--- src/rtl/pc_pkg.sv ---
// Shared definitions for the fetch-stage program-counter generator:
// controller state encoding plus default step and vector constants.
package pc_pkg;

    // Controller states: reset bubble, normal fetch, misaligned-redirect trap.
    typedef enum logic [1:0] {
        BOOT = 2'd0,
        RUN  = 2'd1,
        TRAP = 2'd2
    } pc_state_e;

    localparam int unsigned DEF_XLEN      = 32;
    localparam int unsigned DEF_STEP      = 4;
    localparam logic [31:0] DEF_RESET_VEC = 32'h0000_0000;
    localparam logic [31:0] DEF_TRAP_VEC  = 32'h0000_0100;

endpackage : pc_pkg

--- src/rtl/pc_adder.sv ---
// Fixed-step incrementer for the program counter.
// The sum is truncated to XLEN bits, so the top of the address space wraps to zero.
module pc_adder
    import pc_pkg::*;
#(
    parameter int unsigned XLEN = DEF_XLEN,
    parameter int unsigned STEP = DEF_STEP
) (
    input  logic [XLEN-1:0] pc_in,
    output logic [XLEN-1:0] pc_sum
);

    // Plain modular add; no carry out is kept.
    assign pc_sum = pc_in + XLEN'(STEP);

endmodule : pc_adder

--- src/rtl/pc_gen.sv ---
// Program-counter generator for the fetch stage.
//
// Optional feature: define PC_MISALIGN_CHK_EN to trap on redirect targets whose
// low two bits are non-zero. Without it, targets are force-aligned on load,
// the TRAP state is never entered, and misalign/misalign_addr read as zero.
//
// Handshake: pc_actual is offered whenever pc_valid=1; a fetch transfer occurs
// on a rising edge where pc_valid & fetch_ready are both 1, and the PC then
// advances by STEP. A redirect in the same cycle takes priority and the transfer
// is not counted as an advance. pc_actual is stable while pc_valid=1 and
// fetch_ready=0 unless a redirect arrives.
module pc_gen
    import pc_pkg::*;
#(
    parameter int unsigned     XLEN      = DEF_XLEN,
    parameter int unsigned     STEP      = DEF_STEP,
    parameter logic [XLEN-1:0] RESET_VEC = XLEN'(DEF_RESET_VEC),
    parameter logic [XLEN-1:0] TRAP_VEC  = XLEN'(DEF_TRAP_VEC)
) (
    input  logic            clk,
    input  logic            rst_n,
    input  logic            fetch_ready,
    input  logic            redirect,
    input  logic [XLEN-1:0] redirect_target,
    input  logic            trap_ack,
    output logic            pc_valid,
    output logic [XLEN-1:0] pc_actual,
    output logic [XLEN-1:0] pc_next,
    output logic            misalign,
    output logic [XLEN-1:0] misalign_addr
);

    pc_state_e state;

    // Link value and sequential successor share one adder.
    pc_adder #(
        .XLEN (XLEN),
        .STEP (STEP)
    ) u_adder (
        .pc_in  (pc_actual),
        .pc_sum (pc_next)
    );

`ifdef PC_MISALIGN_CHK_EN
    logic            misalign_q;
    logic [XLEN-1:0] misalign_addr_q;

    assign misalign      = misalign_q;
    assign misalign_addr = misalign_addr_q;

    // Controller: boot bubble, fetch/redirect in RUN, trap on misaligned target.
    always_ff @(posedge clk or negedge rst_n) begin
        if (!rst_n) begin
            state           <= BOOT;
            pc_actual       <= RESET_VEC;
            pc_valid        <= 1'b0;
            misalign_q      <= 1'b0;
            misalign_addr_q <= '0;
        end else begin
            case (state)
                BOOT: begin
                    state    <= RUN;
                    pc_valid <= 1'b1;
                end
                RUN: begin
                    if (redirect) begin
                        if (redirect_target[1:0] != 2'b00) begin
                            // PC is held so the handler sees where fetch stopped.
                            state           <= TRAP;
                            pc_valid        <= 1'b0;
                            misalign_q      <= 1'b1;
                            misalign_addr_q <= redirect_target;
                        end else begin
                            pc_actual <= redirect_target;
                        end
                    end else if (fetch_ready) begin
                        pc_actual <= pc_next;
                    end
                end
                TRAP: begin
                    // misalign_addr is kept for post-mortem until the next trap.
                    if (trap_ack) begin
                        state      <= RUN;
                        pc_valid   <= 1'b1;
                        pc_actual  <= TRAP_VEC;
                        misalign_q <= 1'b0;
                    end
                end
                default: begin
                    state    <= BOOT;
                    pc_valid <= 1'b0;
                end
            endcase
        end
    end
`else
    // Without the checker, the low target bits and trap_ack have no effect.
    logic unused_inputs;
    assign unused_inputs = ^{trap_ack, redirect_target[1:0], TRAP_VEC};

    assign misalign      = 1'b0;
    assign misalign_addr = '0;

    // Controller: boot bubble, then fetch/redirect with force-aligned targets.
    always_ff @(posedge clk or negedge rst_n) begin
        if (!rst_n) begin
            state     <= BOOT;
            pc_actual <= RESET_VEC;
            pc_valid  <= 1'b0;
        end else begin
            case (state)
                BOOT: begin
                    state    <= RUN;
                    pc_valid <= 1'b1;
                end
                RUN: begin
                    if (redirect) begin
                        pc_actual <= {redirect_target[XLEN-1:2], 2'b00};
                    end else if (fetch_ready) begin
                        pc_actual <= pc_next;
                    end
                end
                default: begin
                    // TRAP is unreachable here; recover into RUN if ever seen.
                    state    <= RUN;
                    pc_valid <= 1'b1;
                end
            endcase
        end
    end
`endif

endmodule : pc_gen

--- config.mk ---
export PLATFORM = sky130hd
export DESIGN_NAME = pc_gen
export DESIGN_NICKNAME = d
export VERILOG_FILES = /design/src/rtl/pc_pkg.sv /design/src/rtl/pc_adder.sv /design/src/rtl/pc_gen.sv
export SDC_FILE = /design/constraint.sdc
export NUM_CORES = 1
export LEC_CHECK = 0
export CAP_MARGIN = 20
export CORE_ASPECT_RATIO = 1.5
export CORE_MARGIN = 2
export CORE_UTILIZATION = 40
export DETAILED_ROUTE_END_ITERATION = 10
export PLACE_DENSITY = 0.81
export SYNTH_ARGS = -nofsm -noshare
export SYNTH_HDL_FRONTEND = slang
export SYNTH_SLANG_ARGS = --single-unit
--- constraint.sdc ---
create_clock -name clk -period 4.79 [get_ports clk]
set_input_delay 0.958 -clock clk [delete_from_list [all_inputs] [get_ports clk]]
set_output_delay 0.958 -clock clk [all_outputs]
set_load 0.01 [all_outputs]
==> out/qor.yml, run 1 <==
die:
  coreArea_um2: 6440
  design.die.area_um2: 7230
  initial_core_util: 0.407
  rows: 36
  io_pins: 135
  die_y_um: 103
  die_w_um: 70.1
timing:
  grt_setup_unrepaired: "false"
  fin_skew_ns: 0.00367
  setup_viol: 0
  finalCritPeriodShare: 0.776
  relSlewSlack: 0.541
  hold_violations: 0
  worstMarginPinSlew_ns: 0.688
  tns_ns: 0
  max_freq_mhz: 269
  finalCriticalPeriod_ns: 3.72
  slew_viol_final: 0
grt:
  grt_max_degree: 35
  grt_pass1_wl_um: 11100
  first_global_vias: 2333
  antenna_found_initial: 0
  grt_use_total: 0.189
  grt_overflow: 0
placement:
  portBuffers: 94
  post-dp-hpwl_um: 5270
  numPlacedInstances: 478
  gp_congestion: 0.877
clocking:
  ctsHtreeMaxLevel: 2
  cts_buffers: 5
  cts_root_buf: "clkbuf_8"
  cts.sinks: 31
  cts.clk_slew.worst_paths_ns: 0.07
  cts_hold_buf: 0
  insertion_delay_ns: 0.28
  cts-resized-gates: 0
  clock_path_buffers: 2
  cts_tree: "built"
  post_cts_buffers: 0
setup_path:
  cp-start-kind: "register"
  path_cells: "nand3_2 > nor3_2 > nand3_1 > nor2_1 > xor2_1 > clkdlybuf4s50_1"
  crit_path_max_fanout: 8
  required_ns: 3.83
  crit_path_end_kind: "output pin"
  critPathKind: "reg2out"
  ff2ff_setup_slack_ns: 2.61
  crit_path_max_incr_delay_ns: 0.56
  r2r_end: "pc_actual[20]"
  cp.arrival_ns: 2.76
  worstReg2RegStart: "pc_actual[2]"
  worst_r2r_path_depth: 6
  slowest_stage: "clkdlybuf4s50_1"
synth:
  syn_area_um2: 2620
  yosys.cell_types.count: 49
  synth_area_per_cell_um2: 7.94
  async_reset_ff_frac: 1.00
  yosys_warnings: 0
  synth-seq-cells: 31
  synth_cells: 330
  synth_commonest_cells: "buf_4, dfrtp_1, nand3_1"
  synth-seq-area-share: 0.296
  synth_most_common_cell: "buf_4"
  synth_area_leaders: "dfrtp_1, buf_4, nand3_1, xnor2_1, xor2_1"
  yosysTopAreaCell: "dfrtp_1"
  synth_top_area_frac: 0.296
  synth-edff-count: 0
  synth_flop_cell: "dfrtp_1"
pwr:
  p_switching_mw: 0.364
  finalPower_mw: 1.04
  pwr-share-comb: 0.405
  cellInternalPower_mw: 0.674
  ir_drop_uv: 144
  swShare: 0.350
  power_frac_seq: 0.373
  power_density_nw_per_um2: 294
  clockPowerShare: 0.222
  p_leak_nw: 1.46
cells_and_area:
  areaGrowthSynthToFinish_pct: 34.6
  final_cells: 486
  drive_gt1_frac: 0.0488
  diodes: 0
  nNetsFinal: 447
hold_path:
  hold_class: "reg2reg"
  hold_path_end: "pc_actual[31]"
  hold_depth: 2
  worstHoldStart: "pc_actual[31]"
detailed_routing:
  via_per_inst: 5.42
  met3_length_um: 508
  drc: 0
  highest_layer: "met4"
  drtIter0Drc: 255
  vias: 2634
  routedLengthMet1_um: 2770
  wl_met2_um: 3720
  wl_per_cell_um: 14.8
  detail-route-antenna-nets: 0
  drt-total-wl_um: 7200
  drtPass1Iterations: 4
job:
  maxCapViolCount: 0
run_status:
  status: "complete, no violations"
## routing by layer
metal / track usage / vias to the layer above
met5: 0 / -
li1: - / 1266
met4: 0.0814 / 0
met3: 0.0362 / 18
met2: 0.349 / 131
met1: 0.213 / 1219
## power groups by stage
stage	combinational (mW)	sequential, mW	clock (mW)
floorplan	0.216	0.381	0
global placement	0.416	0.386	0
detailed placement	0.422	0.391	0
CTS	0.425	0.386	0.232
global route	0.455	0.397	0.244
finish	0.420	0.387	0.230
## layout make-up
cell class / instances / area, um2
inverters: 3 / 11.3
multi-input cells: 271 / 1590
clock buffers: 8 / 100
well taps: 76 / 95.1
repair buffers: 97 / 958
flip-flops and latches: 31 / 776
fillers: 641 / 2910
## worst max-delay path, delay by kind of cell (launching register included)
kind	cells	cell delay [ns]
DFF	1	0.50
buffers and inverters	1	0.56
and+or+nand+nor	4	1.21
xor gates and xnor gates	1	0.20
## registers in the layout, indices dropped and copies added, names as in the netlist
signal	flops
pc_actual	30
pc_valid	1
## worst max path at each step
stage / startpoint / endpoint / slack (ns) / cells after the start
6_report: pc_actual[4] / pc_next[29] / 1.07 / 6
5_1_grt: pc_actual[4] / pc_next[29] / 0.88 / 6
4_1_cts: pc_actual[2] / pc_next[20] / 1.05 / 6
3_5_place_dp: pc_actual[2] / pc_next[20] / 1.36 / 6
3_3_place_gp: pc_actual[2] / pc_next[20] / 1.39 / 6
2_1_floorplan: pc_actual[2] / pc_next[28] / 2.05 / 7
## per-stage QoR
step           area, um2  setup slack (ns)   util  hold WS [ns]
2_1_floorplan       2760              2.05      -         0.588
3_3_place_gp        3430              1.39  0.532         0.547
3_5_place_dp        3430              1.36  0.532         0.582
4_1_cts             3530              1.05  0.548         0.597
5_1_grt             3530             0.876  0.548         0.639
6_report            3530              1.07  0.548         0.589
## cells in the final DEF (no fill, tap or decap), drive strengths merged, types with 3 or more instances in the layout
master and count:
clkbuf 8, a31oi 3, nand4 9, and4 5
nor2 16, o2bb2ai 4, buf 4, o21ai 18
nand2 28, or4 5, and3 14, inv 3
nand3 30, nor3 14, xnor2 15, clkdlybuf4s50 93
mux2i 6, dfrtp 31, a21oi 19, conb 38
nor4 4, and2 5, a22oi 4, xor2 13
## cell families after synthesis
| kind of cell | synth area share |
|---|---|
| and+or+nand+nor | 0.280 |
| AOI/OAI and AO/OA | 0.148 |
| other | 0.00287 |
| buffers and inverters | 0.152 |
| DFF | 0.296 |
| xor gates and xnor gates | 0.0936 |
| muxes | 0.0229 |
| adders and majority gates | 0.00477 |
Note: power is estimated with default switching activity, not from simulation.
==> run 2, diff against run 1 <==
Clock period 4.79 ns to 3.9 ns, I/O delays scaled along.
==> run 2 against run 1 <==
  * Critical path depth is the same
  * First-iteration DRC count shrank 36%
  * Clock skew grew 0.0054 ns
  * Sequential share of layout area grew 0.070 points
  * Count of clock-buffer cells in the layout shrank 1
  * Largest cell class unchanged
==> out/qor.yml, run 2 (same netlist as run 1, synthesis figures left out) <==
timing:
  finalCritPeriodShare: 0.916
  setup_viol: 0
  fin_skew_ns: 0.00904
  worstMarginPinSlew_ns: 1.04
  relSlewSlack: 0.305
  finalCriticalPeriod_ns: 3.57
  max_freq_mhz: 280
  holdWs_ns: 0.586
  slew_viol_final: 0
  hold_violations: 0
  grt_setup_unrepaired: "false"
  tns_ns: 0
clocking:
  cts.clk_slew.worst_paths_ns: 0.06
  ctsHtreeMaxLevel: 2
  cts_root_buf: "clkbuf_8"
  cts_buffers: 5
  cts-resized-gates: 0
  post_cts_buffers: 0
  insertion_delay_ns: 0.29
  cts_tree: "built"
  cts_hold_buf: 0
  cts.sinks: 31
  clock_path_buffers: 2
detailed_routing:
  drtIter0Drc: 163
  drc: 0
  wl_per_cell_um: 14.7
  vias: 2637
  via_per_inst: 5.41
  drt-total-wl_um: 7180
  detail-route-antenna-nets: 0
  drtPass1Iterations: 4
die:
  design.die.area_um2: 7230
  coreArea_um2: 6440
  rows: 36
  io_pins: 135
  die_y_um: 103
  initial_core_util: 0.407
  die_w_um: 70.1
grt:
  grt_pass1_wl_um: 11700
  grt_max_degree: 66
  grt_overflow: 0
  first_global_vias: 2441
  antenna_found_initial: 0
  grt_use_total: 0.198
cells_and_area:
  largest_registers: "pc_actual x30, pc_valid x1"
  nNetsFinal: 448
  regMostFlops: "pc_actual"
  drive_gt1_frac: 0.0487
  areaGrowthSynthToFinish_pct: 34.1
  diodes: 0
  final_common_cell: "clkdlybuf4s50_1"
  layout_common_cells: "clkdlybuf4s50_1, conb_1, dfrtp_1"
  largest_reg_flops: 30
placement:
  post-dp-hpwl_um: 5260
  gp_congestion: 0.870
  portBuffers: 94
setup_path:
  required_ns: 3.12
  cp-start-kind: "register"
  crit_path_max_fanout: 7
  slowest_stage: "clkdlybuf4s50_1"
  r2r_end: "pc_actual[20]"
  crit_path_max_incr_delay_ns: 0.55
  critPathKind: "reg2out"
  crit_path_end_kind: "output pin"
  worstReg2RegStart: "pc_actual[2]"
  path_cells: "ha_1 > and4_1 > nand2_1 > nor4_2 > xor2_1 > clkdlybuf4s50_1"
  cp-startpoint: "pc_actual[2]"
  cp.arrival_ns: 2.79
  cp-endpoint: "pc_next[20]"
  worst_r2r_path_depth: 6
  ff2ff_setup_slack_ns: 1.69
hold_path:
  hold_class: "reg2reg"
pwr:
  ir_drop_uv: 203
  power_density_nw_per_um2: 351
  p_leak_nw: 1.46
run_status:
  status: "complete, no violations"
job:
  maxCapViolCount: 0
## run 2: area by class of cell
| class | instances | area [um2] |
|---|---|---|
| inverters | 3 | 11.3 |
| clock inverters | 1 | 5.00 |
| clock buffers | 7 | 76.3 |
| well taps | 76 | 95.1 |
| multi-input cells | 271 | 1590 |
| flip-flops and latches | 31 | 776 |
| fillers | 623 | 2930 |
| repair buffers | 98 | 966 |
## run 2: power by group
group          switching [mW]  total (mW)  internal [mW]
sequential              0.103       0.475          0.372
combinational           0.219       0.514          0.295
clock                   0.122       0.247          0.125
## run 2: worst min-delay path by stage
stage,start,end,slack (ns),cells past startpoint
after global routing,pc_actual[13],pc_actual[13],0.62,1
after global placement,pc_actual[31],pc_actual[31],0.55,2
after CTS,pc_actual[3],pc_actual[3],0.59,2
after detailed placement,pc_actual[3],pc_actual[3],0.58,2
after floorplan,rst_n,pc_actual[10],0.48,0
final,pc_actual[3],pc_actual[3],0.59,2
## run 2: through the flow
step	setup WS (ns)	total power, mW	cell area (um2)	util	std cells
6_report	0.326	1.24	3520	0.546	487
5_1_grt	0.143	1.31	3520	0.546	487
4_1_cts	0.301	1.25	3520	0.546	487
3_5_place_dp	0.625	0.996	3430	0.533	479
3_3_place_gp	0.694	0.984	3430	0.533	479
2_1_floorplan	1.34	0.733	2760	-	366
## run 2: critical path, delay by kind of cell (launching register included)
| kind | cells | cell delay (ns) |
|---|---|---|
| xor gates and xnor gates | 1 | 0.18 |
| adders and majority gates | 1 | 0.30 |
| buffers and inverters | 1 | 0.55 |
| DFF | 1 | 0.48 |
| and+or+nand+nor | 3 | 0.99 |
## run 2: per-layer routing
| layer | up-vias | GRT usage | share of wire |
|---|---|---|---|
| li1 | 1262 | - | - |
| met1 | 1248 | 0.235 | 0.38 |
| met2 | 114 | 0.360 | 0.53 |
| met3 | 13 | 0.0332 | 0.064 |
| met4 | 0 | 0.0740 | 0.023 |
| met5 | - | 0 | 0 |
